$ cat config.mk
export PLATFORM = sky130hd
export DESIGN_NAME = multicycle_control_flat
export DESIGN_NICKNAME = d
export VERILOG_FILES = /design/src/rtl/multicycle_control_if.sv /design/src/rtl/multicycle_control.sv /design/src/flat_wrapper.sv
export SDC_FILE = /design/constraint.sdc
export NUM_CORES = 1
export LEC_CHECK = 0
export ABC_AREA = 1
export BUFFER_PORTS_ARGS = -buffer_cell sky130_fd_sc_hd__buf_2
export CORE_MARGIN = 1
export CORE_UTILIZATION = 44
export CTS_CLUSTER_DIAMETER = 100
export DETAILED_ROUTE_END_ITERATION = 6
export GPL_ROUTABILITY_DRIVEN = 0
export HOLD_SLACK_MARGIN = 0.02
export PLACE_DENSITY_LB_ADDON = 0.2
export SETUP_SLACK_MARGIN = 0.3
export SLEW_MARGIN = 10
export SYNTH_ARGS = -nofsm -noshare
export SYNTH_HDL_FRONTEND = slang
export SYNTH_SLANG_ARGS = --single-unit
$ cat constraint.sdc
create_clock -name clk -period 1.46 [get_ports clk]
set_input_delay 0.292 -clock clk [delete_from_list [all_inputs] [get_ports clk]]
set_output_delay 0.292 -clock clk [all_outputs]
set_load 0.03 [all_outputs]
$ cat src/rtl/multicycle_control_if.sv
// Control bundle between the multicycle MIPS control FSM and its datapath/memory.
// master is the controller side; slave is the datapath side.
interface multicycle_control_if;
  logic [5:0] opcode;
  logic       mem_ready;
  logic       PCWrite;
  logic       PCWriteCond;
  logic       IorD;
  logic       MemRead;
  logic       MemWrite;
  logic       MemtoReg;
  logic       IRWrite;
  logic       RegWrite;
  logic       RegDst;
  logic       ALUSrcA;
  logic [1:0] ALUSrcB;
  logic [1:0] PCSource;
  logic [1:0] ALUOp;
  logic       instr_done;
  logic       illegal_op;
  logic [3:0] state;

  modport master (
    input  opcode, mem_ready,
    output PCWrite, PCWriteCond, IorD, MemRead, MemWrite, MemtoReg, IRWrite, RegWrite,
           RegDst, ALUSrcA, ALUSrcB, PCSource, ALUOp, instr_done, illegal_op, state
  );

  modport slave (
    output opcode, mem_ready,
    input  PCWrite, PCWriteCond, IorD, MemRead, MemWrite, MemtoReg, IRWrite, RegWrite,
           RegDst, ALUSrcA, ALUSrcB, PCSource, ALUOp, instr_done, illegal_op, state
  );
endinterface

$ cat src/rtl/multicycle_control.sv
// Main control FSM for the multicycle MIPS datapath: sequences fetch, decode, execute,
// memory and writeback, driving every datapath control, with a memory ready handshake.
module multicycle_control #(
  parameter logic [5:0] OP_RTYPE = 6'b000000,
  parameter logic [5:0] OP_LW    = 6'b100011,
  parameter logic [5:0] OP_SW    = 6'b101011,
  parameter logic [5:0] OP_BEQ   = 6'b000100,
  parameter logic [5:0] OP_J     = 6'b000010,
  parameter logic [5:0] OP_ADDI  = 6'b001000
) (
  input logic                        clk,
  input logic                        rst_n,
  multicycle_control_if.master       ctrl
);

  typedef enum logic [3:0] {
    StFetch  = 4'd0,
    StDecode = 4'd1,
    StMemAdr = 4'd2,
    StMemRd  = 4'd3,
    StMemWb  = 4'd4,
    StMemWr  = 4'd5,
    StExec   = 4'd6,
    StAluWb  = 4'd7,
    StBranch = 4'd8,
    StJump   = 4'd9,
    StAddiEx = 4'd10,
    StAddiWb = 4'd11
  } state_e;

  state_e state_q, state_d;

  always_ff @(posedge clk) begin
    if (!rst_n) begin
      state_q <= StFetch;
    end else begin
      state_q <= state_d;
    end
  end

  always_comb begin
    state_d          = StFetch;
    ctrl.PCWrite     = 1'b0;
    ctrl.PCWriteCond = 1'b0;
    ctrl.IorD        = 1'b0;
    ctrl.MemRead     = 1'b0;
    ctrl.MemWrite    = 1'b0;
    ctrl.MemtoReg    = 1'b0;
    ctrl.IRWrite     = 1'b0;
    ctrl.RegWrite    = 1'b0;
    ctrl.RegDst      = 1'b0;
    ctrl.ALUSrcA     = 1'b0;
    ctrl.ALUSrcB     = 2'b00;
    ctrl.PCSource    = 2'b00;
    ctrl.ALUOp       = 2'b00;
    ctrl.instr_done  = 1'b0;
    ctrl.illegal_op  = 1'b0;

    // Reset forces every output low combinationally, dropping any pending access.
    if (rst_n) begin
      case (state_q)
        StFetch: begin
          ctrl.MemRead = 1'b1;
          ctrl.ALUSrcB = 2'b01;
          ctrl.IRWrite = ctrl.mem_ready;
          ctrl.PCWrite = ctrl.mem_ready;
          state_d      = ctrl.mem_ready ? StDecode : StFetch;
        end
        StDecode: begin
          ctrl.ALUSrcB = 2'b11;
          if (ctrl.opcode == OP_LW || ctrl.opcode == OP_SW) begin
            state_d = StMemAdr;
          end else if (ctrl.opcode == OP_RTYPE) begin
            state_d = StExec;
          end else if (ctrl.opcode == OP_BEQ) begin
            state_d = StBranch;
          end else if (ctrl.opcode == OP_J) begin
            state_d = StJump;
          end else if (ctrl.opcode == OP_ADDI) begin
            state_d = StAddiEx;
          end else begin
            ctrl.illegal_op = 1'b1;
            ctrl.instr_done = 1'b1;
            state_d         = StFetch;
          end
        end
        StMemAdr: begin
          ctrl.ALUSrcA = 1'b1;
          ctrl.ALUSrcB = 2'b10;
          state_d      = (ctrl.opcode == OP_SW) ? StMemWr : StMemRd;
        end
        StMemRd: begin
          ctrl.MemRead = 1'b1;
          ctrl.IorD    = 1'b1;
          state_d      = ctrl.mem_ready ? StMemWb : StMemRd;
        end
        StMemWb: begin
          ctrl.MemtoReg   = 1'b1;
          ctrl.RegWrite   = 1'b1;
          ctrl.instr_done = 1'b1;
        end
        StMemWr: begin
          ctrl.MemWrite   = 1'b1;
          ctrl.IorD       = 1'b1;
          ctrl.instr_done = ctrl.mem_ready;
          state_d         = ctrl.mem_ready ? StFetch : StMemWr;
        end
        StExec: begin
          ctrl.ALUSrcA = 1'b1;
          ctrl.ALUOp   = 2'b10;
          state_d      = StAluWb;
        end
        StAluWb: begin
          ctrl.RegDst     = 1'b1;
          ctrl.RegWrite   = 1'b1;
          ctrl.instr_done = 1'b1;
        end
        StBranch: begin
          ctrl.ALUSrcA     = 1'b1;
          ctrl.ALUOp       = 2'b01;
          ctrl.PCWriteCond = 1'b1;
          ctrl.PCSource    = 2'b01;
          ctrl.instr_done  = 1'b1;
        end
        StJump: begin
          ctrl.PCWrite    = 1'b1;
          ctrl.PCSource   = 2'b10;
          ctrl.instr_done = 1'b1;
        end
        StAddiEx: begin
          ctrl.ALUSrcA = 1'b1;
          ctrl.ALUSrcB = 2'b10;
          state_d      = StAddiWb;
        end
        StAddiWb: begin
          ctrl.RegWrite   = 1'b1;
          ctrl.instr_done = 1'b1;
        end
        default: state_d = StFetch;
      endcase
    end
  end

  assign ctrl.state = rst_n ? state_q : 4'd0;

endmodule

$ cat src/flat_wrapper.sv
// flat-port wrapper written by rule: the top's interface ports become plain ports
module multicycle_control_flat 
#(
  parameter logic [5:0] OP_RTYPE = 6'b000000,
  parameter logic [5:0] OP_LW    = 6'b100011,
  parameter logic [5:0] OP_SW    = 6'b101011,
  parameter logic [5:0] OP_BEQ   = 6'b000100,
  parameter logic [5:0] OP_J     = 6'b000010,
  parameter logic [5:0] OP_ADDI  = 6'b001000
)
  (clk, rst_n, ctrl_opcode, ctrl_mem_ready, ctrl_PCWrite, ctrl_PCWriteCond, ctrl_IorD, ctrl_MemRead, ctrl_MemWrite, ctrl_MemtoReg, ctrl_IRWrite, ctrl_RegWrite, ctrl_RegDst, ctrl_ALUSrcA, ctrl_ALUSrcB, ctrl_PCSource, ctrl_ALUOp, ctrl_instr_done, ctrl_illegal_op, ctrl_state);
  multicycle_control_if ctrl_i ();
  input logic clk;
  input logic rst_n;
  input wire logic [$bits(ctrl_i.opcode)-1:0] ctrl_opcode;
  input wire logic [$bits(ctrl_i.mem_ready)-1:0] ctrl_mem_ready;
  output wire logic [$bits(ctrl_i.PCWrite)-1:0] ctrl_PCWrite;
  output wire logic [$bits(ctrl_i.PCWriteCond)-1:0] ctrl_PCWriteCond;
  output wire logic [$bits(ctrl_i.IorD)-1:0] ctrl_IorD;
  output wire logic [$bits(ctrl_i.MemRead)-1:0] ctrl_MemRead;
  output wire logic [$bits(ctrl_i.MemWrite)-1:0] ctrl_MemWrite;
  output wire logic [$bits(ctrl_i.MemtoReg)-1:0] ctrl_MemtoReg;
  output wire logic [$bits(ctrl_i.IRWrite)-1:0] ctrl_IRWrite;
  output wire logic [$bits(ctrl_i.RegWrite)-1:0] ctrl_RegWrite;
  output wire logic [$bits(ctrl_i.RegDst)-1:0] ctrl_RegDst;
  output wire logic [$bits(ctrl_i.ALUSrcA)-1:0] ctrl_ALUSrcA;
  output wire logic [$bits(ctrl_i.ALUSrcB)-1:0] ctrl_ALUSrcB;
  output wire logic [$bits(ctrl_i.PCSource)-1:0] ctrl_PCSource;
  output wire logic [$bits(ctrl_i.ALUOp)-1:0] ctrl_ALUOp;
  output wire logic [$bits(ctrl_i.instr_done)-1:0] ctrl_instr_done;
  output wire logic [$bits(ctrl_i.illegal_op)-1:0] ctrl_illegal_op;
  output wire logic [$bits(ctrl_i.state)-1:0] ctrl_state;
  assign ctrl_i.opcode = ctrl_opcode;
  assign ctrl_i.mem_ready = ctrl_mem_ready;
  assign ctrl_PCWrite = ctrl_i.PCWrite;
  assign ctrl_PCWriteCond = ctrl_i.PCWriteCond;
  assign ctrl_IorD = ctrl_i.IorD;
  assign ctrl_MemRead = ctrl_i.MemRead;
  assign ctrl_MemWrite = ctrl_i.MemWrite;
  assign ctrl_MemtoReg = ctrl_i.MemtoReg;
  assign ctrl_IRWrite = ctrl_i.IRWrite;
  assign ctrl_RegWrite = ctrl_i.RegWrite;
  assign ctrl_RegDst = ctrl_i.RegDst;
  assign ctrl_ALUSrcA = ctrl_i.ALUSrcA;
  assign ctrl_ALUSrcB = ctrl_i.ALUSrcB;
  assign ctrl_PCSource = ctrl_i.PCSource;
  assign ctrl_ALUOp = ctrl_i.ALUOp;
  assign ctrl_instr_done = ctrl_i.instr_done;
  assign ctrl_illegal_op = ctrl_i.illegal_op;
  assign ctrl_state = ctrl_i.state;
  multicycle_control #(.OP_RTYPE(OP_RTYPE), .OP_LW(OP_LW), .OP_SW(OP_SW), .OP_BEQ(OP_BEQ), .OP_J(OP_J), .OP_ADDI(OP_ADDI)) u_core (.clk(clk), .rst_n(rst_n), .ctrl(ctrl_i));
endmodule
==> results of run 1 <==
[stage by stage]
step                cell area, sq um  std cells
global placement                1139        179
detailed placement              1139        179
floorplan                      827.0        117
[logic make-up after synthesis]
| kind of cell | synth area share (%) |
|---|---|
| AO/OA/AOI/OAI | 9.164 |
| flip-flops | 13.04 |
| AND/OR/NAND/NOR | 60.28 |
| buffers and inverters | 17.51 |
==> impl_metrics.tcl, run 1 <==
set metrics [dict create \
    status "did not finish" \
    haltStage "4_1_cts" \
    stop_error "[ERROR DPL-0038] Utilization greater than 100%, impossible to legalize" \
    port_buffers 30 \
    htreeDepth 1 \
    cts_max_path_buffers 2 \
    synth_top_area_share_pct 17.72 \
    synth_cell_types 21 \
    die_x_um 39.37 \
    synth_ff_type "dfxtp_1" \
    syn_nets 126 \
    synth_area_sq_um 614.3 \
    cts_resized 65 \
    clock_sinks 4 \
    synth_common_cells "nor2_1, nand2_1, inv_1" \
    yosysMostFrequentCell "nor2_1" \
    hold_buffers 0 \
    synth_edf_count 0 \
    synth-warning-count 0 \
    synthArstFlopShare_pct 0 \
    cts_buffers 3 \
    postCtsSetupBuffers 7 \
    die_h_um 39.37 \
    clock-root-buffer "clkbuf_4" \
    syn_area_per_cell_sq_um 5.251 \
    rows 13 \
    ys_seq_area_share_pct 13.03 \
    start_util_pct 47.21 \
    synth.area.top_cells "nor2_1, dfxtp_1, nand2_1" \
    synth_area_leader_cell "nor2_1" \
    synth_cells 117 \
    pin_count 31 \
    post-place-ws_ps -217.7 \
    ys_seq_elements 4 \
    dp_hpwl_um 1779 \
]
==> inputs of run 2 (changes only) <==
--- a/config.mk
+++ b/config.mk
@@ -7,14 +7,11 @@
 export LEC_CHECK = 0
 export ABC_AREA = 1
 export BUFFER_PORTS_ARGS = -buffer_cell sky130_fd_sc_hd__buf_2
-export CORE_MARGIN = 1
-export CORE_UTILIZATION = 44
-export CTS_CLUSTER_DIAMETER = 100
+export CORE_AREA = 2 2 63 65
 export DETAILED_ROUTE_END_ITERATION = 6
+export DIE_AREA = 0 0 65 67
 export GPL_ROUTABILITY_DRIVEN = 0
-export HOLD_SLACK_MARGIN = 0.02
-export PLACE_DENSITY_LB_ADDON = 0.2
-export SETUP_SLACK_MARGIN = 0.3
+export PLACE_DENSITY_LB_ADDON = 0.15
 export SLEW_MARGIN = 10
 export SYNTH_ARGS = -nofsm -noshare
 export SYNTH_HDL_FRONTEND = slang
==> run 2 against run 1 <==
The flow now finishes, with violations (negative setup slack); synthesized area unchanged; synthesized cell count did not move.
==> impl_metrics.tcl, run 2 <==
set metrics [dict create \
    status "finished with violations" \
    violations "negative setup slack" \
    syn_to_final_growth_pct 136.7 \
    largest_register_ff_count 4 \
    antenna_found_initial 0 \
    htreeDepth 1 \
    slew_violations 0 \
    ys_seq_area_share_pct 13.03 \
    synth.area.top_cells "nor2_1, dfxtp_1, nand2_1" \
    final_cell_mix "buf_4, nor2_1, buf_6" \
    synth_area_leader_cell "nor2_1" \
    cts_tree "built" \
    setup_viol 17 \
    startpoint_type "flip-flop" \
    dp_hpwl_um 1756 \
    drive_gt1_share_pct 64.86 \
    clk_pin_slew_ps 30 \
    n_fill_cell 371 \
    rr_startpoint "u_core.state_q[2]" \
    path_max_fanout 4 \
    clock_sinks 4 \
    start_util_pct 17.04 \
    yosysMostFrequentCell "nor2_1" \
    ant_nets 0 \
    required_ps 1170 \
    rsz0062_at_grt "true" \
    whs_endpoint "u_core.state_q[0]" \
    path_class "flip-flop to output port" \
    top_register "u_core.state_q" \
    top_regs "u_core.state_q (4)" \
    grt_usage_pct 11.10 \
    hold_buffers 0 \
    stdcell_count 233 \
    min_from "ctrl_opcode[0]" \
    synth_common_cells "nor2_1, nand2_1, inv_1" \
    end_kind "output port" \
    cts_buffers 3 \
    worstReg2RegEnd "u_core.state_q[0]" \
    synth_cells 117 \
    port_buffers 30 \
    fin_nets 196 \
    ys_seq_elements 4 \
    vias 963 \
    synth_ff_type "dfxtp_1" \
    period_needed_ps 1662 \
    route.detailed.drc 0 \
    r2r_cells 9 \
    tightest_slew_ps 244.2 \
    fmaxAchievable_ghz 0.6018 \
    die_x_um 65 \
    pin_count 31 \
    grt_pass1_vias 930 \
    slew-limit-headroom_pct 83.66 \
    hp-class "primary input to flip-flop" \
    synth-warning-count 0 \
    placed_cells 225 \
    cts_max_path_buffers 2 \
    rows 22 \
    core_area_sq_mm 0.003606 \
    p_per_area_mw_per_mm2 429.6 \
    utilization_pct 40.32 \
    synth_edf_count 0 \
    synth_area_sq_um 614.3 \
    grt_max_degree 21 \
    syn_area_per_cell_sq_um 5.251 \
    syn_nets 126 \
    hold_viol_final 0 \
    timing.reg2reg.setup_slack_ps 130 \
    viasPerCell 4.133 \
    p_leak_nw 0.7775 \
    hold_depth 6 \
    worstSkewPairLatency_ps 210 \
    wl_met3_um 79 \
    maxCapViolCount 0 \
    synth_cell_types 21 \
    die_area_sq_mm 0.004355 \
    n_antenna_cell 0 \
    fin_crit_sh_pct 113.8 \
    layout_commonest_cell "buf_4" \
    drt-met1-wl_um 981 \
    overflow 0 \
    dr.pass1.iters 4 \
    wl_um 2302 \
    finClkSkew_ps 1.626 \
    cp_data_arrival_time_ps 1370 \
    clock-root-buffer "clkbuf_8" \
    p_total_uw 624.5 \
    worst_slack_ps -201.7 \
    die_h_um 67 \
    synth_top_area_share_pct 17.72 \
    first_iter_violations 41 \
    synthArstFlopShare_pct 0 \
    wl_per_cell_um 9.880 \
    top_layer "met4" \
    wl_met2_um 1217 \
    grt_pass1_wl_um 3857 \
    peakVddDrop_mv 0.2390 \
]
run 2: cell counts after synthesis:
Identical to the previous run, type by type.
run 2: worst max-delay path, stage by stage (launching register included):
cell	delay, ps
dfxtp_4	360
inv_6	40
nor2_4	140
buf_12	130
nand2_4	60
inv_4	50
nand2_2	50
nand3_2	80
nor2_4	40
nor2_4	70
buf_6	130
run 2: power breakdown:
| group | switching [mW] | internal (mW) |
|---|---|---|
| logic | 0.154 | 0.127 |
| clock network | 0.0505 | 0.175 |
| registers | 0.00815 | 0.110 |
| total | 0.213 | 0.412 |
run 2: metrics by stage:
| step | setup slack (ps) | setup TNS, ps | hold slack [ps] | instance area [sq um] |
|---|---|---|---|---|
| 4_1_cts | -192.1 | -2054 | 521.6 | 1383 |
| 6_report | -201.7 | -2244 | 519.6 | 1454 |
| 3_3_place_gp | -139.3 | -393.5 | 744.7 | 1122 |
| 5_1_grt | -261.9 | -3385 | 555.6 | 1454 |
| 2_1_floorplan | -38.77 | -38.77 | 579.2 | 664.4 |
| 3_5_place_dp | -166.7 | -426.1 | 740.7 | 1122 |
run 2: how the worst max path moves through the flow:
| stage | from | end | slack [ps] | cells past startpoint |
|---|---|---|---|---|
| floorplan | u_core.state_q[0] | ctrl_illegal_op | -40 | 4 |
| global placement | ctrl_opcode[5] | ctrl_instr_done | -140 | 8 |
| detailed placement | ctrl_opcode[5] | ctrl_instr_done | -170 | 8 |
| CTS | u_core.state_q[3] | ctrl_ALUSrcA | -190 | 6 |
| global route | u_core.state_q[2] | ctrl_RegWrite | -260 | 8 |
| finish | u_core.state_q[2] | ctrl_instr_done | -200 | 10 |
run 2: kinds of logic (layout without fill, tap and decap cells):
group | Yosys count | after routing | share of synthesized area [%]
buffers and inverters | 25 | 93 | 17.51
and+or+nand+nor | 78 | 78 | 60.28
AOI/OAI and AO/OA | 10 | 10 | 9.164
DFF | 4 | 4 | 13.04
run 2: final cells by class:
cell class | count | area, sq um | share of cell area (%)
sequential | 4 | 95.09 | 6.540
tap | 48 | 60.06 | 4.131
inverter | 22 | 97.59 | 6.713
multi-input combinational | 88 | 590.6 | 40.62
clock buffer | 3 | 41.29 | 2.840
timing repair buffer | 68 | 569.3 | 39.16
run 2: timing repair:
| item | in CTS | in global routing |
|---|---|---|
| pin swaps | 13 | 5 |
| gates resized for setup | 63 | 19 |
| endpoints found under the setup margin | 17 | 18 |
| buffers inserted | 3 | 2 |
run 2: per-layer routing:
metal  vias up  global-route usage (%)
met5         -                       0
met4         0                   3.723
met3         2                   1.858
met2        17                   20.88
met1       441                   12.55
li1        503                       -
Power figures use the tool's default switching activity.
==> inputs of run 3 (changes only) <==
==> constraint.sdc (replaced) <==
create_clock -name clk -period 1.46 [get_ports clk]
set_input_delay 0.292 -clock clk [delete_from_list [all_inputs] [get_ports clk]]
set_output_delay 0.292 -clock clk [all_outputs]
set_load 0.05 [all_outputs]
==> run 3 against run 2 <==
The flow still finishes with violations (negative setup slack); combinational power is 16% higher; die area stayed put; non-clock buffer count is 3 lower; hold slack worse by 36 ps; register-to-register slack hardly changed; setup slack worse by 30 ps; via count is 0.31% higher; first-iteration DRC count is 61% lower; cell count is 0.86% lower; cell area is 4.9% higher; maximum frequency is 1.8% lower; sequential power hardly changed; largest cell class unchanged.
==> impl_metrics.tcl, run 3 (synthesis gave the netlist of run 2 again) <==
set metrics [dict create \
    core_area_sq_mm 0.003606 \
    switching_share_pct 37.80 \
    grtUsageMet2_pct 21.13 \
    required_ps 1170 \
    wl_per_cell_um 10.75 \
    overflow 0 \
    fin_nets 193 \
    status "finished with violations" \
    grt_pass1_vias 971 \
    n_antenna_cell 0 \
    cp_data_arrival_time_ps 1400 \
    placed_cells 220 \
    p_total_uw 694.5 \
    p_comb_share_pct 46.8 \
    n_fill_cell 375 \
    drive_gt1_share_pct 66.12 \
    setup_viol 17 \
    peakVddDrop_mv 0.2481 \
    startpoint_type "flip-flop" \
    clock-root-buffer "clkbuf_8" \
    dp_hpwl_um 1843 \
    path_max_fanout 5 \
    maxCapViolCount 0 \
    met1_usage_pct 13.38 \
    layout_commonest_cell "buf_6" \
    violations "negative setup slack" \
    setup_tns_ps -2829 \
    final_cell_mix "buf_6, buf_4, inv_1" \
    pin_count 31 \
    viasPerCell 4.182 \
    grt_max_degree 10 \
    hold_buffers 0 \
    dr.pass1.iters 2 \
    cts_tree "built" \
    route.detailed.drc 0 \
    slew-limit-headroom_pct 77.85 \
    antenna_found_initial 0 \
    hold_viol_final 0 \
    p_per_area_mw_per_mm2 455.3 \
    cts_buffers 3 \
    power_frac_seq_pct 17.2 \
    grt_usage_pct 12.06 \
    tightest_slew_ps 331.8 \
    timing.reg2reg.setup_slack_ps 140 \
    busiest_layer "met2" \
    switchingPower_uw 262.5 \
    die_h_um 67 \
    syn_to_final_growth_pct 148.3 \
    internal-power_uw 432.0 \
    largest_register_ff_count 4 \
    start_util_pct 17.04 \
    top_register "u_core.state_q" \
    path_class "flip-flop to output port" \
    vias 966 \
    end_kind "output port" \
    port_buffers 30 \
    worstSkewPairLatency_ps 220 \
    first_iter_violations 16 \
    clockPowerShare_pct 36.0 \
    fmaxAchievable_ghz 0.5913 \
    rsz0062_at_grt "true" \
    grt_pass1_wl_um 4050 \
    wl_um 2483 \
    p_leak_nw 0.7783 \
    clk_pin_slew_ps 30 \
    cts_max_path_buffers 2 \
    htreeDepth 1 \
    die_area_sq_mm 0.004355 \
    die_x_um 65 \
    worst_slack_ps -231.3 \
    hp-class "primary input to flip-flop" \
    slew_violations 0 \
    finClkSkew_ps 3.713 \
    clock_sinks 4 \
    rows 22 \
    fin_crit_sh_pct 115.8 \
    period_needed_ps 1691 \
    ant_nets 0 \
    top_regs "u_core.state_q (4)" \
    stdcell_count 231 \
    use_met3_pct 3.209 \
]
run 3: cell types whose count changed in the layout (fill, tap and decap cells not counted), sizes merged:
cell / change
buf: -3
clkbuf: +1
clkinvlp: +1
inv: -1
run 3: final cells by class:
type                    count  area [sq um]  area share [%]
clock buffers               4         45.04           2.953
inverters                  22         98.84           6.481
multi-input cells          88         635.6           41.67
flip-flops and latches      4         95.09           6.235
well taps                  48         60.06           3.938
repair buffers             65         590.6           38.72
run 3: timing repair:
action / 4_1_cts / 5_1_grt
endpoints found under the setup margin: 18 / 18
resized for setup: 65 / 20
setup buffers: 2 / 6
hold endpoints to repair: 0 / 0
pin swaps: 14 / 11
run 3: through the flow:
stage	worst slack (ps)	util (%)	instance area, sq um	hold slack (ps)
2_1_floorplan	-257.4	-	733.2	571.7
3_3_place_gp	-189.2	31.54	1137	723.7
3_5_place_dp	-227.1	31.54	1137	710.7
4_1_cts	-202.2	38.86	1401	484.7
5_1_grt	-290.5	42.30	1525	537.6
6_report	-231.3	42.30	1525	483.8
run 3: path summary, 6_finish.rpt:
check | from | end | cells past startpoint
max reg2reg | u_core.state_q[3] | u_core.state_q[2] | 9
min reg2reg | u_core.state_q[0] | u_core.state_q[1] | 5
min | ctrl_opcode[0] | u_core.state_q[0] | 6
max | u_core.state_q[0] | ctrl_ALUSrcA | 6
run 3: worst max-delay path: stages (launching register included):
cell,delay (ps)
dfxtp_4,360
buf_6,120
nor2_4,140
buf_4,140
nand2_4,60
a41oi_2,170
buf_6,180
run 3: power by group through the flow:
stage / clock (mW) / combinational, mW / sequential (mW)
3_3_place_gp: 0 / 0.256 / 0.122
3_5_place_dp: 0 / 0.258 / 0.122
6_report: 0.250 / 0.325 / 0.119
2_1_floorplan: 0 / 0.164 / 0.121
4_1_cts: 0.254 / 0.306 / 0.117
5_1_grt: 0.272 / 0.348 / 0.120
run 3: layer usage:
layer	wire length, um	part of all wire (%)
met1	1056	43
met2	1263	51
met3	105	4.2
met4	57	2.3
met5	0	0
==> inputs of run 4 (changes only) <==
--- a/config.mk
+++ b/config.mk
@@ -7,6 +7,8 @@
 export LEC_CHECK = 0
 export ABC_AREA = 1
 export BUFFER_PORTS_ARGS = -buffer_cell sky130_fd_sc_hd__buf_2
+export CELL_PAD_IN_SITES_DETAIL_PLACEMENT = 1
+export CELL_PAD_IN_SITES_GLOBAL_PLACEMENT = 2
 export CORE_AREA = 2 2 63 65
 export DETAILED_ROUTE_END_ITERATION = 6
 export DIE_AREA = 0 0 65 67
==> run 4 against run 3 <==
The run still ends with negative setup slack left; first-iteration DRC count grew 63%; flip-flop and latch count did not move; clock power is 2% lower; combinational power increased by 2%; maximum frequency down 0.68%; critical path depth did not move; core utilization rose by 0.73 points.
==> impl_metrics.tcl, run 4 (synthesis gave the netlist of run 2 again) <==
set metrics [dict create \
    grtUsageMet2_pct 24.23 \
    path_class "flip-flop to output port" \
    top_register "u_core.state_q" \
    hp-class "primary input to flip-flop" \
    route.detailed.drc 0 \
    overflow 0 \
    die_area_sq_mm 0.004355 \
    setup_tns_ps -2939 \
    setup_viol 18 \
    clock-root-buffer "clkbuf_8" \
    syn_to_final_growth_pct 152.5 \
    cts_max_path_buffers 2 \
    die_h_um 67 \
    largest_register_ff_count 4 \
    dp_hpwl_um 2054 \
    maxCapViolCount 0 \
    p_leak_nw 0.8052 \
    dr.pass1.iters 4 \
    met1_usage_pct 14.84 \
    finClkSkew_ps 8.210 \
    top_regs "u_core.state_q (4)" \
    peakVddDrop_mv 0.2253 \
    start_util_pct 17.04 \
    ant_nets 0 \
    rsz0062_at_grt "true" \
    use_met3_pct 3.378 \
    htreeDepth 1 \
    hold_viol_final 0 \
    pin_count 31 \
    grt_max_degree 12 \
    clk_pin_slew_ps 30 \
    grt_pass1_wl_um 4333 \
    port_buffers 30 \
    fin_crit_sh_pct 116.6 \
    critical-path-top-delay-family "buffers and inverters" \
    core_area_sq_mm 0.003606 \
    crit_path_max_incr_delay_ps 360 \
    placed_cells 226 \
    tightest_slew_ps 320.4 \
    worst-path-buf-inv 3 \
    vias 997 \
    period_needed_ps 1703 \
    cp_data_arrival_time_ps 1410 \
    violations "negative setup slack" \
    slew_violations 0 \
    end_kind "output port" \
    path_max_fanout 5 \
    cts_buffers 3 \
    antenna_found_initial 0 \
    layout_commonest_cell "buf_4" \
    startpoint_type "flip-flop" \
    stdcell_count 236 \
    grt_pass1_vias 957 \
    slowest_stage "dfxtp_4" \
    slew-limit-headroom_pct 78.62 \
    p_per_area_mw_per_mm2 448.2 \
    crit_path_cell_trace "buf_6 > nor2_4 > buf_12 > nand2_4 > a41oi_2 > buf_6" \
    first_iter_violations 26 \
    fmaxAchievable_ghz 0.5872 \
    clock_sinks 4 \
    status "finished with violations" \
    rows 22 \
    final_cell_mix "buf_4, buf_6, inv_1" \
    worst_slack_ps -242.9 \
    worstSkewPairLatency_ps 220 \
    fin_hold_ws_ps 522.3 \
    n_antenna_cell 0 \
    drive_gt1_share_pct 68.09 \
    cts_tree "built" \
    busiest_layer "met2" \
    wl_um 2676 \
    viasPerCell 4.225 \
    die_x_um 65 \
    required_ps 1170 \
    fin_nets 198 \
    utilization_pct 43.03 \
    hold_buffers 0 \
    cp_common_cell "buf_6" \
    grt_usage_pct 12.76 \
    wl_per_cell_um 11.34 \
]
## run 4: changes by cell type in the layout (fill, tap and decap cells not counted), sizes merged
| cell | previous run | this run |
|---|---|---|
| buf | 65 | 70 |
## run 4: metrics by stage
step	setup WS, ps	area [sq um]	total power [mW]
finish	-242.9	1551	0.6953
global route	-304.8	1551	0.7393
CTS	-216.6	1428	0.6820
detailed placement	-195.8	1182	0.3910
global placement	-169.3	1182	0.3887
floorplan	-257.4	733.2	0.2855
## run 4: path summary, 6_finish.rpt
check	start	endpoint	slack [ps]	cells past startpoint
max	u_core.state_q[0]	ctrl_ALUSrcA	-240	6
min	ctrl_opcode[0]	u_core.state_q[0]	520	6
max reg2reg	u_core.state_q[2]	u_core.state_q[0]	130	6
min reg2reg	u_core.state_q[0]	u_core.state_q[3]	800	5
## run 4: where the power goes
group          internal, mW  switching [mW]  leakage (nW)
combinational         0.143           0.189         0.747
clock                 0.186          0.0577        0.0228
sequential            0.110         0.00914        0.0356
total                 0.439           0.256         0.805
## run 4: repair_timing
action / 4_1_cts / 5_1_grt
setup buffers: 2 / 4
pin swaps: 9 / 13
gates resized for setup: 57 / 20
setup endpoints to repair: 18 / 18
## run 4: routing by layer
| metal | part of all wire [%] | wire, um | up-vias |
|---|---|---|---|
| met5 | 0 | 0 | - |
| met4 | 0 | 0 | 0 |
| met2 | 53 | 1421 | 21 |
| met1 | 43 | 1149 | 470 |
| li1 | - | - | 506 |
| met3 | 3.9 | 105 | 0 |
## run 4: layout make-up
type	instances	area, sq um
well taps	48	60.06
flip-flops and latches	4	95.09
fillers	441	2054
multi-input cells	88	631.9
repair buffers	70	623.1
clock buffers	4	45.04
inverters	22	96.34
## run 4: worst reg2reg max path: stages, from the launching register on
cell	delay, ps
dfxtp_4	360
nor2_2	290
nand3_2	190
buf_4	170
nand3_1	70
nor2_1	50
a21oi_1	120
